===== src/rtl/snn_infer_seq_if.sv =====
// snn_infer_seq_if: tagged-sample output stream from the sequencer to the result FIFO
interface snn_infer_seq_if #(parameter int W = 20);
  logic valid;
  logic ready;
  logic [W-1:0] data;
  modport master(output valid, data, input ready);
  modport slave(input valid, data, output ready);
endinterface


===== src/rtl/snn_infer_seq.sv =====
// snn_infer_seq: per-timestep DAC -> CIM -> ADC scan sequencer pushing tagged samples downstream
module snn_infer_seq #(
  parameter int NUM_OUTPUTS = 10,
  parameter int ADC_W = 8,
  parameter int ADC_MUX_SETTLE_CYCLES = 2,
  parameter int ADC_SAMPLE_CYCLES = 3,
  parameter int TIMEOUT_CYCLES = 255
) (
  input  logic clk,
  input  logic rst,
  input  logic start,
  input  logic abort,
  input  logic [7:0] timesteps,
  output logic busy,
  output logic done,
  output logic timeout_err,
  output logic [7:0] ts_idx,
  output logic dac_start,
  input  logic dac_done,
  output logic cim_start,
  input  logic cim_done,
  output logic [3:0] adc_mux_sel,
  output logic adc_sample,
  input  logic [ADC_W-1:0] adc_data,
  snn_infer_seq_if.master out
);
  typedef enum logic [3:0] {
    IDLE, DAC_REQ, DAC_WAIT, CIM_REQ, CIM_WAIT, ADC_SETTLE, ADC_SAMPLE, PUSH, NEXT_TS, DONE
  } state_t;
  state_t state, nxt;
  logic [15:0] wcnt, pcnt;
  logic [3:0] ch, mux_q;
  logic [7:0] cnt;
  logic [ADC_W-1:0] sample;
  logic to, scan, wexp;
  assign scan = state == ADC_SETTLE || state == ADC_SAMPLE;
  assign wexp = {1'b0, wcnt} + 17'd1 >= 17'(TIMEOUT_CYCLES);
  assign busy = state != IDLE;
  assign done = state == DONE;
  assign dac_start = state == DAC_REQ;
  assign cim_start = state == CIM_REQ;
  assign adc_sample = state == ADC_SAMPLE;
  assign adc_mux_sel = scan ? ch : mux_q;
  assign out.valid = state == PUSH;
  assign out.data = {ts_idx, ch, sample};
  always_comb begin
    nxt = state;
    to = 1'b0;
    case (state)
      IDLE:       nxt = !start ? IDLE : timesteps == 8'd0 ? DONE : DAC_REQ;
      DAC_REQ:    nxt = DAC_WAIT;
      DAC_WAIT:   begin
        nxt = dac_done ? CIM_REQ : wexp ? IDLE : DAC_WAIT;
        to = !dac_done && wexp;
      end
      CIM_REQ:    nxt = CIM_WAIT;
      CIM_WAIT:   begin
        nxt = cim_done ? ADC_SETTLE : wexp ? IDLE : CIM_WAIT;
        to = !cim_done && wexp;
      end
      ADC_SETTLE: nxt = pcnt == 16'(ADC_MUX_SETTLE_CYCLES - 1) ? ADC_SAMPLE : ADC_SETTLE;
      ADC_SAMPLE: nxt = pcnt == 16'(ADC_SAMPLE_CYCLES - 1) ? PUSH : ADC_SAMPLE;
      PUSH:       nxt = !out.ready ? PUSH : ch == 4'(NUM_OUTPUTS - 1) ? NEXT_TS : ADC_SETTLE;
      NEXT_TS:    nxt = ts_idx == cnt - 8'd1 ? DONE : DAC_REQ;
      DONE:       nxt = IDLE;
      default:    nxt = IDLE;
    endcase
    if (abort) begin
      nxt = IDLE;
      to = 1'b0;
    end
  end
  always_ff @(posedge clk) begin
    if (rst) begin
      state <= IDLE;
      wcnt <= '0;
      pcnt <= '0;
      ch <= '0;
      mux_q <= '0;
      cnt <= '0;
      ts_idx <= '0;
      sample <= '0;
      timeout_err <= 1'b0;
    end else begin
      state <= nxt;
      mux_q <= adc_mux_sel;
      wcnt <= (state == DAC_WAIT || state == CIM_WAIT) ? (&wcnt ? wcnt : wcnt + 16'd1) : '0;
      pcnt <= (scan && nxt == state) ? pcnt + 16'd1 : '0;
      if (to) timeout_err <= 1'b1;
      if (state == IDLE && nxt != IDLE) begin
        cnt <= timesteps;
        ts_idx <= '0;
        timeout_err <= 1'b0;
      end
      if (state == CIM_WAIT && nxt == ADC_SETTLE) ch <= '0;
      if (state == PUSH && nxt == ADC_SETTLE) ch <= ch + 4'd1;
      if (state == ADC_SAMPLE && nxt == PUSH) sample <= adc_data;
      if (state == NEXT_TS && nxt == DAC_REQ) ts_idx <= ts_idx + 8'd1;
    end
  end
endmodule


===== src/flat_wrapper.sv =====
// flat-port wrapper written by rule: the top's interface ports become plain ports
module snn_infer_seq_flat 
#(
  parameter int NUM_OUTPUTS = 10,
  parameter int ADC_W = 8,
  parameter int ADC_MUX_SETTLE_CYCLES = 2,
  parameter int ADC_SAMPLE_CYCLES = 3,
  parameter int TIMEOUT_CYCLES = 255
)
  (clk, rst, start, abort, timesteps, busy, done, timeout_err, ts_idx, dac_start, dac_done, cim_start, cim_done, adc_mux_sel, adc_sample, adc_data, out_valid, out_data, out_ready);
  snn_infer_seq_if out_i ();
  input  logic clk;
  input  logic rst;
  input  logic start;
  input  logic abort;
  input  logic [7:0] timesteps;
  output logic busy;
  output logic done;
  output logic timeout_err;
  output logic [7:0] ts_idx;
  output logic dac_start;
  input  logic dac_done;
  output logic cim_start;
  input  logic cim_done;
  output logic [3:0] adc_mux_sel;
  output logic adc_sample;
  input  logic [ADC_W-1:0] adc_data;
  output wire logic [$bits(out_i.valid)-1:0] out_valid;
  output wire logic [$bits(out_i.data)-1:0] out_data;
  input wire logic [$bits(out_i.ready)-1:0] out_ready;
  assign out_valid = out_i.valid;
  assign out_data = out_i.data;
  assign out_i.ready = out_ready;
  snn_infer_seq #(.NUM_OUTPUTS(NUM_OUTPUTS), .ADC_W(ADC_W), .ADC_MUX_SETTLE_CYCLES(ADC_MUX_SETTLE_CYCLES), .ADC_SAMPLE_CYCLES(ADC_SAMPLE_CYCLES), .TIMEOUT_CYCLES(TIMEOUT_CYCLES)) u_core (.clk(clk), .rst(rst), .start(start), .abort(abort), .timesteps(timesteps), .busy(busy), .done(done), .timeout_err(timeout_err), .ts_idx(ts_idx), .dac_start(dac_start), .dac_done(dac_done), .cim_start(cim_start), .cim_done(cim_done), .adc_mux_sel(adc_mux_sel), .adc_sample(adc_sample), .adc_data(adc_data), .out(out_i));
endmodule

===== config.mk =====
export PLATFORM = sky130hd
export DESIGN_NAME = snn_infer_seq_flat
export DESIGN_NICKNAME = d
export VERILOG_FILES = /design/src/rtl/snn_infer_seq_if.sv /design/src/rtl/snn_infer_seq.sv /design/src/flat_wrapper.sv
export SDC_FILE = /design/constraint.sdc
export NUM_CORES = 1
export LEC_CHECK = 0
export ABC_AREA = 1
export CORE_UTILIZATION = 45
export CTS_CLUSTER_SIZE = 8
export DETAILED_ROUTE_END_ITERATION = 6
export PLACE_DENSITY = 0.71
export SLEW_MARGIN = 20
export SYNTH_ARGS = -nofsm -noshare
export SYNTH_HDL_FRONTEND = slang
export SYNTH_SLANG_ARGS = --single-unit

===== constraint.sdc =====
create_clock -name clk -period 2.95 [get_ports clk]
set_input_delay 0.59 -clock clk [delete_from_list [all_inputs] [get_ports clk]]
set_output_delay 0.59 -clock clk [all_outputs]
set_load 0.05 [all_outputs]

==> results of run 1 <==
cell families (layout without fill, tap and decap cells):
| kind of cell | after synthesis | in the layout | share of synthesized area, % |
|---|---|---|---|
| AND/OR/NAND/NOR | 268 | 268 | 34.4 |
| flip-flops | 69 | 69 | 36.2 |
| XOR/XNOR | 29 | 29 | 6.65 |
| AO/OA/AOI/OAI | 71 | 71 | 10.1 |
| adder cells (fa/ha/maj) | 9 | 9 | 2.95 |
| buffers and inverters | 89 | 153 | 9.79 |
Yosys cell counts:
cell,n
sky130_fd_sc_hd__o21ai_1,5
sky130_fd_sc_hd__o21ai_4,1
sky130_fd_sc_hd__nor3b_1,6
sky130_fd_sc_hd__ha_1,9
sky130_fd_sc_hd__nand3_1,35
sky130_fd_sc_hd__a41oi_1,1
sky130_fd_sc_hd__o21ai_0,26
sky130_fd_sc_hd__or2_1,1
sky130_fd_sc_hd__nor2_4,4
sky130_fd_sc_hd__nand3_2,4
sky130_fd_sc_hd__nand4_1,12
sky130_fd_sc_hd__nand2_2,6
sky130_fd_sc_hd__nor3_1,16
sky130_fd_sc_hd__inv_2,4
sky130_fd_sc_hd__o21bai_1,3
sky130_fd_sc_hd__buf_6,1
sky130_fd_sc_hd__clkbuf_1,5
sky130_fd_sc_hd__nor3_2,3
sky130_fd_sc_hd__nor4_1,3
sky130_fd_sc_hd__buf_4,8
sky130_fd_sc_hd__dfxtp_1,69
sky130_fd_sc_hd__xnor2_1,6
sky130_fd_sc_hd__buf_2,2
sky130_fd_sc_hd__xor2_1,23
sky130_fd_sc_hd__a21oi_1,30
sky130_fd_sc_hd__nand2_1,81
sky130_fd_sc_hd__nand4_4,1
sky130_fd_sc_hd__nor2_1,79
sky130_fd_sc_hd__nor2_2,3
sky130_fd_sc_hd__inv_1,68
sky130_fd_sc_hd__a31oi_1,5
sky130_fd_sc_hd__nand2_4,4
sky130_fd_sc_hd__nand3b_1,10
sky130_fd_sc_hd__clkinv_1,1
placed cells by master (no fill, tap or decap), types with 2 or more instances in the layout:
master	Yosys	final
sky130_fd_sc_hd__a21oi_1	30	30
sky130_fd_sc_hd__a31oi_1	5	5
sky130_fd_sc_hd__buf_4	8	7
sky130_fd_sc_hd__clkbuf_1	5	3
sky130_fd_sc_hd__clkbuf_8	0	10
sky130_fd_sc_hd__clkdlybuf4s50_1	0	57
sky130_fd_sc_hd__clkinvlp_4	0	2
sky130_fd_sc_hd__dfxtp_1	69	69
sky130_fd_sc_hd__ha_1	9	9
sky130_fd_sc_hd__inv_1	68	68
sky130_fd_sc_hd__inv_2	4	4
sky130_fd_sc_hd__nand2_1	81	81
sky130_fd_sc_hd__nand2_2	6	6
sky130_fd_sc_hd__nand2_4	4	4
sky130_fd_sc_hd__nand3_1	35	35
sky130_fd_sc_hd__nand3_2	4	4
sky130_fd_sc_hd__nand3b_1	10	10
sky130_fd_sc_hd__nand4_1	12	12
sky130_fd_sc_hd__nor2_1	79	79
sky130_fd_sc_hd__nor2_2	3	3
sky130_fd_sc_hd__nor2_4	4	4
sky130_fd_sc_hd__nor3_1	16	15
sky130_fd_sc_hd__nor3_2	3	4
sky130_fd_sc_hd__nor3b_1	6	6
sky130_fd_sc_hd__nor4_1	3	3
sky130_fd_sc_hd__o21ai_0	26	26
sky130_fd_sc_hd__o21ai_1	5	5
sky130_fd_sc_hd__o21bai_1	3	3
sky130_fd_sc_hd__xnor2_1	6	6
sky130_fd_sc_hd__xor2_1	23	23
layer usage:
layer	global-route usage (%)	share of wire, %	vias up
met4	7.05	1.6	0
met5	0	0	-
met2	33.2	45	62
met1	26.0	49	1584
met3	5.26	4.6	17
li1	-	-	1840
flip-flops by register name, indices dropped and copies added (netlist names):
signal	cells
u_core.mux_q	4
u_core.ch	4
u_core.cnt	8
u_core.ts_idx	8
u_core.state	4
u_core.wcnt	16
u_core.pcnt	16
u_core.sample	8
u_core.timeout_err	1
power by group:
group,internal [mW],total [mW],switching [mW]
clock network,0.415,0.747,0.332
registers,0.944,0.956,0.0124
logic,0.0807,0.179,0.0986
total,1.44,1.88,0.443
tightest hold or removal path, stage by stage (launching register included):
cell and delay [ns]:
sky130_fd_sc_hd__dfxtp_1 0.31, sky130_fd_sc_hd__inv_1 0.05, sky130_fd_sc_hd__a21oi_1 0.05
final timing paths:
path / from / to / slack (ns) / cells after the start
worst min-delay path: u_core.sample[5]$_SDFFE_PP0P_ / u_core.sample[5]$_SDFFE_PP0P_ / 0.44 / 2
worst max register to register: u_core.wcnt[0]$_SDFFE_PP0N_ / u_core.ts_idx[4]$_SDFFE_PP0P_ / 0.30 / 16
worst min register to register: u_core.sample[5]$_SDFFE_PP0P_ / u_core.sample[5]$_SDFFE_PP0P_ / 0.44 / 2
worst max-delay path: u_core.state[0]$_SDFF_PP0_ / busy / 0.25 / 5
cell type report:
type                       instances  area (µm²)
clock inverter                     3        45.0
sequential                        69        1380
timing repair buffer              64         623
fill                             781        3540
clock buffer                      13         149
inverter                          73         274
multi-input combinational        377        2070
tap                              105         131
through the flow:
stage                     hold slack (ns)  setup slack, ns  cell area (µm²)  util, %  total power, mW
after global placement              0.435            0.357             4480     54.5             1.15
after detailed placement            0.436            0.337             4480     54.5             1.16
after floorplan                     0.433            0.342             3820        -             1.10
final                               0.445            0.251             4670     56.9             1.88
after global routing                0.477           0.0470             4670     56.9             1.96
after CTS                           0.446            0.240             4670     56.9             1.91
==> flow_summary.yaml, run 1 <==
yosys:
  ys_warn_count: 0
  synth-seq-area-share_pct: 36.2
  post-synth-top-area-fraction_pct: 36.2
  synth.area.top_cells: "sky130_fd_sc_hd__dfxtp_1 (36%), sky130_fd_sc_hd__nand2_1 (8.0%), sky130_fd_sc_hd__nor2_1 (7.8%), sky130_fd_sc_hd__inv_1 (6.7%), sky130_fd_sc_hd__xor2_1 (5.3%)"
  synth.cell_area_mm2: 0.00382
  synth_seq_cells: 69
  avgSynthCellArea_um2: 7.14
  postSynthNetCount: 567
  netlist-cell-type-count: 34
  netlist_instances: 535
  synth_largest_area_cell: "sky130_fd_sc_hd__dfxtp_1"
run_status:
  run_status: "completed"
worst_setup_path:
  slowest_delay_ns: 0.71
  crit_path_cell_chain: "nor2_1, inv_1, nor2_1, inv_1, clkdlybuf4s50_1"
  critical_path.slowest_cell: "sky130_fd_sc_hd__clkdlybuf4s50_1"
  timing.setup.critical_path_class: "register to primary output"
  critical_path.top_delay_family: "buffers and inverters"
  wp_data_required_ns: 2.36
  critical_path.n_buffers_inverters: 3
  crit_path_end_kind: "primary output"
  cp.arrival_ns: 2.11
  path_max_fanout: 5
  start_kind: "register"
timing:
  rsz0062_at_grt: "false"
  period_needed_ns: 2.70
  post-route-period-util_pct: 91.5
  slew_viol_final: 0
  max-slew-margin-rel_pct: 46.2
  fin_worst_skew_ns: 0.0104
  setup_viol: 0
  worst_pin_slew_ns: 0.802
  achievable-frequency_ghz: 0.370
  fin_tns_setup_ns: 0
  timing.final.hold_violations: 0
floorplanning:
  design.portCount: 62
  start_util_pct: 46.5
  die-width_um: 94.1
  std_cell_rows: 33
  coreArea_mm2: 0.00822
  design.die.area_mm2: 0.00886
  die_y_um: 94.1
place:
  post-place-cells: 688
  gp_routability_congestion: 0.877
  port-buffer-count: 61
  hpwl_um: 6630
route:
  drt.antenna.violating_nets: 0
  detail_route.iter0.violations: 120
  postRouteWirelength_um: 8600
  route.detailed.wl_per_inst_um: 12.2
  via_count: 3503
  route.detailed.drc: 0
  detailedRoute.firstPassIterationCount: 5
  vias_per_cell: 4.98
clock_tree:
  post_cts_resized: 0
  cts_max_path_buffers: 2
  cts.htree.levels: 3
  cts_tree: "built"
  tritoncts_num_sinks: 69
  cts.reportedPaths.clkPinSlew_ns: 0.07
  cts_root_buffer: "sky130_fd_sc_hd__clkbuf_8"
  source_to_sink_clock_delay_at_the_later_pin_of_the_worst_skew_pair_ns: 0.34
  ctsHoldBuffers: 0
  cts.repair_timing.setup_buffer_count: 0
  cts-buffers-inserted: 9
global_routing:
  grtUsageTotal_pct: 20.4
  grt-ovfl-total: 0
  largest_net_degree_at_the_start_of_global_routing: 21
  antenna_found_initial: 0
  first_global_vias: 3285
  grt_pass1_wl_um: 14200
job:
  timing.max_cap.violations: 0
finish:
  antenna-diode-count: 0
  final_net_count: 626
  drive_above_1_share_pct: 8.51
  synthToLayoutAreaGrowth_pct: 22.3
  layout.cells.non_filler: 704
pwr:
  powerDensity_mw_per_mm2: 403
  ir_drop_mv: 0.266
  leakagePower_nw: 1.82
min_path:
  timing.hold.worst.class: "register to register"
No activity file was read; power rests on OpenSTA's default activity.
==> run 2, diff against run 1 <==
--- a/config.mk
+++ b/config.mk
@@ -7,7 +7,7 @@
 export LEC_CHECK = 0
 export ABC_AREA = 1
 export CORE_UTILIZATION = 45
-export CTS_CLUSTER_SIZE = 8
+export CTS_CLUSTER_SIZE = 30
 export DETAILED_ROUTE_END_ITERATION = 6
 export PLACE_DENSITY = 0.71
 export SLEW_MARGIN = 20
==> results of run 2 <==
Final layout, timing and power as in run 1 (identical DEF).
